## config.mk

```make
export PLATFORM = sky130hd
export DESIGN_NAME = cla_adder_pipe
export DESIGN_NICKNAME = d
export VERILOG_FILES = /design/src/rtl/cla_adder_pipe.sv
export SDC_FILE = /design/constraint.sdc
export NUM_CORES = 1
export LEC_CHECK = 0
export CAP_MARGIN = 10
export CORE_MARGIN = 3
export CORE_UTILIZATION = 35
export CTS_CLUSTER_SIZE = 10
export DETAILED_ROUTE_END_ITERATION = 6
export PLACE_DENSITY = 0.64
export SLEW_MARGIN = 0
export SYNTH_ARGS = -nofsm -noshare
export SYNTH_HDL_FRONTEND = slang
export SYNTH_SLANG_ARGS = --single-unit
```

## constraint.sdc

```tcl
create_clock -name clk -period 2.3 [get_ports clk]
set_input_delay 0.345 -clock clk [delete_from_list [all_inputs] [get_ports clk]]
set_output_delay 0.345 -clock clk [all_outputs]
set_load 0.01 [all_outputs]
```

## src/rtl/cla_adder_pipe.sv

```systemverilog
// Two-stage pipelined carry-lookahead adder/subtractor with valid/ready handshake.
// Define CLA_ADDER_OVF_EN to add the registered signed-overflow output ovf.

module cla_adder_grp #(
  parameter int GROUP = 4
) (
  input  logic [GROUP-1:0] p,
  input  logic [GROUP-1:0] g,
  input  logic             cin,
  output logic [GROUP-1:0] c,
  output logic             gp,
  output logic             gg
);
  // c[i] is the carry into bit i of this group; gp/gg do not depend on cin
  always_comb begin
    c[0] = cin;
    for (int i = 1; i < GROUP; i++) c[i] = g[i-1] | (p[i-1] & c[i-1]);
    gp = &p;
    gg = 1'b0;
    for (int i = 0; i < GROUP; i++) gg = g[i] | (p[i] & gg);
  end
endmodule

module cla_adder_pipe #(
  parameter int WIDTH = 16,
  parameter int GROUP = 4
) (
  input  logic             clk,
  input  logic             rst_n,
  input  logic [WIDTH-1:0] a,
  input  logic [WIDTH-1:0] b,
  input  logic             cin,
  input  logic             sub,
  input  logic             in_valid,
  output logic             in_ready,
  output logic [WIDTH-1:0] sum,
  output logic             cout,
`ifdef CLA_ADDER_OVF_EN
  output logic             ovf,
`endif
  output logic             out_valid,
  input  logic             out_ready
);
  localparam int NG = WIDTH / GROUP;

  if ((WIDTH % GROUP) != 0 || WIDTH < 4) begin : g_bad_cfg
    $error("cla_adder_pipe: WIDTH must be >= 4 and a multiple of GROUP");
  end

  logic             s1_vld;
  logic [WIDTH-1:0] s1_p, s1_g;
  logic             s1_c0;
  logic             ld1, ld2;
  logic [WIDTH-1:0] bx;
  logic [NG-1:0]    grp_p, grp_g;
  logic [NG:0]      gc;
  logic [WIDTH:0]   c;
  logic             acc;

  assign ld2      = !out_valid || out_ready;
  assign ld1      = !s1_vld || ld2;
  assign in_ready = rst_n && ld1;
  assign bx       = sub ? ~b : b;

  // Stage 1: propagate/generate and carry-in
  always_ff @(posedge clk or negedge rst_n) begin
    if (!rst_n) begin
      s1_vld <= 1'b0;
      s1_p   <= '0;
      s1_g   <= '0;
      s1_c0  <= 1'b0;
    end else if (ld1) begin
      s1_vld <= in_valid;
      if (in_valid) begin
        s1_p  <= a ^ bx;
        s1_g  <= a & bx;
        s1_c0 <= sub | cin;
      end
    end
  end

  for (genvar k = 0; k < NG; k++) begin : g_grp
    cla_adder_grp #(.GROUP(GROUP)) u_grp (
      .p  (s1_p[k*GROUP +: GROUP]),
      .g  (s1_g[k*GROUP +: GROUP]),
      .cin(gc[k]),
      .c  (c[k*GROUP +: GROUP]),
      .gp (grp_p[k]),
      .gg (grp_g[k])
    );
  end
  assign c[WIDTH] = gc[NG];

  // Each group carry is expanded directly from c0 and the group P/G terms
  always_comb begin
    acc   = 1'b0;
    gc[0] = s1_c0;
    for (int k = 0; k < NG; k++) begin
      acc = s1_c0;
      for (int j = 0; j <= k; j++) acc = grp_g[j] | (grp_p[j] & acc);
      gc[k+1] = acc;
    end
  end

  // Stage 2: sum / carry-out register, holds while stalled
  always_ff @(posedge clk or negedge rst_n) begin
    if (!rst_n) begin
      out_valid <= 1'b0;
      sum       <= '0;
      cout      <= 1'b0;
`ifdef CLA_ADDER_OVF_EN
      ovf       <= 1'b0;
`endif
    end else if (ld2) begin
      out_valid <= s1_vld;
      if (s1_vld) begin
        sum  <= s1_p ^ c[WIDTH-1:0];
        cout <= c[WIDTH];
`ifdef CLA_ADDER_OVF_EN
        ovf  <= c[WIDTH] ^ c[WIDTH-1];
`endif
      end
    end
  end
endmodule

```

==> results_dict.tcl <==
set metrics [dict create \
    status "finished with violations" \
    violations "setup timing" \
    r2r_slack_ns -0.04 \
    avgViaCountPerCell 4.62 \
    rows 31 \
    tns_ns -0.117 \
    netSwitchingFraction 0.304 \
    clk_path_buf_depth 2 \
    critPathCaptureType "flip-flop" \
    arrival_ns 2.53 \
    drt-total-wl_um 5440 \
    p_leak_uw 0.00167 \
    fmax_ghz 0.428 \
    r2r_cells 12 \
    setup_violations 5 \
    place_ws_ns -0.216 \
    finalCriticalPeriod_ns 2.34 \
    total_power_uw 3240 \
    gp_congestion 0.752 \
    die_w_um 93.7 \
    worstPathRequired_ns 2.49 \
    cts_hold_buffers 0 \
    htreeDepth 2 \
    grt_usage 0.135 \
    drc 0 \
    crit_fanout 3 \
    antenna_found_initial 0 \
    p_comb_frac 0.418 \
    cts_tree "built" \
    routedWlPerCell_um 13.9 \
    grt_max_degree 53 \
    rsz0062_at_grt "true" \
    synth_nets 279 \
    powerDensity_nw_per_um2 857 \
    fin_skew_ns 0.0101 \
    reg2reg_from "s1_p[1]" \
    num_antenna_cells 0 \
    multi_input_area_um2 1500 \
    synth_cell_types 25 \
    r2r-end "sum[15]" \
    hold_class "input pin to async pin" \
    net-switching-power_uw 985 \
    ys_seq_elements 52 \
    drive_gt1_frac 0.362 \
    dp_hpwl_um 4040 \
    clk_pin_slew_worst_paths_ns 0.10 \
    coreArea_um2 7370 \
    timing.final.crit_share 1.02 \
    ir_drop_mv 0.325 \
    p_seq_frac 0.419 \
    maxCapViolCount 0 \
    die_area_um2 8770 \
    cts-root-buf "clkbuf_8" \
    p_int_uw 2260 \
    area_growth_pct 40.8 \
    pin_count 57 \
    syn_inst 213 \
    clockPowerShare 0.163 \
    cts_buffers 5 \
    clkLatencyLatePin_ns 0.30 \
    hold_violations 0 \
    ant_nets 0 \
    path_class "flip-flop to flip-flop" \
    syn_area_per_cell_um2 12.6 \
    worstMarginPinSlew_ns 0.659 \
    clock_sinks 52 \
    worstSetupStartpointType "flip-flop" \
    grt_pass1_wl_um 9290 \
    drt_pre_antenna_iters 4 \
    grt_pass1_vias 1988 \
    ys_seq_area_frac 0.484 \
    syn_area_um2 2690 \
    regArea_um2 1300 \
    finish.net_count 358 \
    layout_setup_ws_ns -0.0371 \
    drv_slew 0 \
    die_h_um 93.7 \
    num_vias 1811 \
    initial_utilization 0.365 \
    port_buffers 56 \
    drt-initial-drc-count 39 \
    ys.warnings.count 0 \
    globalRouteOverflowTotal 0 \
    fill_cells 674 \
    slew_headroom 0.561 \
]
cells in the mapped netlist, drive strengths merged:
master	instances	area, um2
or2b	2	16.3
or2	8	50.1
o2111ai	1	8.76
a41oi	1	8.76
o221ai	1	8.76
nand2	13	48.8
and2	1	6.26
o21ai	7	35.0
or4	1	7.51
o22ai	1	6.26
nor2	7	26.3
nand3b	1	7.51
nand4	2	12.5
xnor2	1	8.76
a21oi	10	50.1
xor2	19	166
buf	7	45.0
ha	28	350
inv	4	15.0
mux2	44	495
o21bai	1	7.51
nand2b	1	6.26
dfrtp	52	1300
critical path, cell delays in order, from the launching register on:
cell and delay [ns]:
dfrtp_1 0.42, a41oi_2 0.20, o21ai_2 0.09, a21oi_2 0.20, o21bai_1 0.09, ha_2 0.16
or2_4 0.23, ha_4 0.15, or2_4 0.23, ha_4 0.16, nor2_4 0.07, xor2_1 0.14
o21ai_1 0.09
sequential cells by signal, indices dropped and copies added (netlist names):
name / flops
out_valid: 1
cout: 1
s1_vld: 1
s1_c0: 1
s1_g: 16
s1_p: 16
sum: 16
area by class of cell:
type                            instances  share of cell area
Clock inverter                          2             0.00264
Clock buffer                            6              0.0218
Tap cell                               99              0.0327
Multi-Input combinational cell        150               0.396
Timing Repair Buffer                   79               0.199
Sequential cell                        52               0.344
Inverter                                4             0.00397
worst max path at each step:
stage,start,to,slack (ns),cells after the start
2_1_floorplan,s1_p[1],sum[15],-0.02,12
3_3_place_gp,s1_p[0],sum[15],-0.12,12
3_5_place_dp,s1_p[1],sum[15],-0.22,12
4_1_cts,s1_g[4],sum[15],-0.09,12
5_1_grt,s1_p[1],sum[15],-0.20,12
6_report,s1_p[1],sum[15],-0.04,12
timing repair:
item                                    CTS  global route
resized for setup                        10            13
endpoints found under the hold margin     0             0
setup buffers                             1             1
pin swaps                                17            16
endpoints found under the setup margin    6             6
logic make-up (layout without fill, tap and decap cells):
logic type                 Yosys count  after routing  synth area share
DFF                                 52             52             0.484
AOI/OAI and AO/OA                   22             22            0.0465
buffers and inverters               11             91            0.0223
and+or+nand+nor                     36             36            0.0675
muxes                               44             44             0.184
xor gates and xnor gates            20             20            0.0651
adders and majority gates           28             28             0.130
power by group through the flow:
| stage | Combinational [uW] | Sequential, uW | Clock, uW |
|---|---|---|---|
| 2_1_floorplan | 563 | 1420 | 0 |
| 3_3_place_gp | 1250 | 1370 | 0 |
| 3_5_place_dp | 1280 | 1370 | 0 |
| 4_1_cts | 1330 | 1360 | 561 |
| 5_1_grt | 1510 | 1400 | 595 |
| 6_report | 1350 | 1360 | 530 |
layout by cell type (no fill, tap or decap):
cell and instances:
nand4_1 2, o22ai_1 1, or2_4 6, or2_2 2
buf_4 21, a21oi_2 4, xnor2_1 1, o221ai_2 1
o21ai_1 3, nor2_4 3, nor2_1 4, o21bai_1 1
clkbuf_8 6, nand2b_1 1, a21oi_1 6, inv_1 4
buf_12 2, mux2_4 1, ha_2 2, ha_1 19
o2111ai_1 1, or4_1 1, and2_1 1, nand3b_1 1
dfrtp_1 52, xor2_1 19, o21ai_2 1, a41oi_2 1
nand2_2 2, or2b_1 1, o21ai_0 3, clkdlybuf4s50_1 55
ha_4 7, or2b_2 1, buf_2 1, nand2_1 11
mux2_2 43, clkinv_2 2
routing by layer:
metal | track usage | share of wire | wire length (um) | vias to the layer above
met5 | 0 | 0 | 0 | -
met4 | 0.0361 | 0.012 | 65 | 0
met3 | 0.0345 | 0.041 | 225 | 6
met2 | 0.224 | 0.49 | 2660 | 33
met1 | 0.174 | 0.46 | 2500 | 872
li1 | - | - | - | 900
per-stage QoR:
step	util	area (um2)	std cells	hold slack, ns
final	0.514	3780	392	0.223
after global routing	0.514	3780	392	0.276
after CTS	0.505	3720	391	0.255
after detailed placement	0.485	3580	382	0.471
after global placement	0.485	3580	382	0.472
after floorplan	-	2760	213	0.0494
Power figures use the tool's default switching activity.
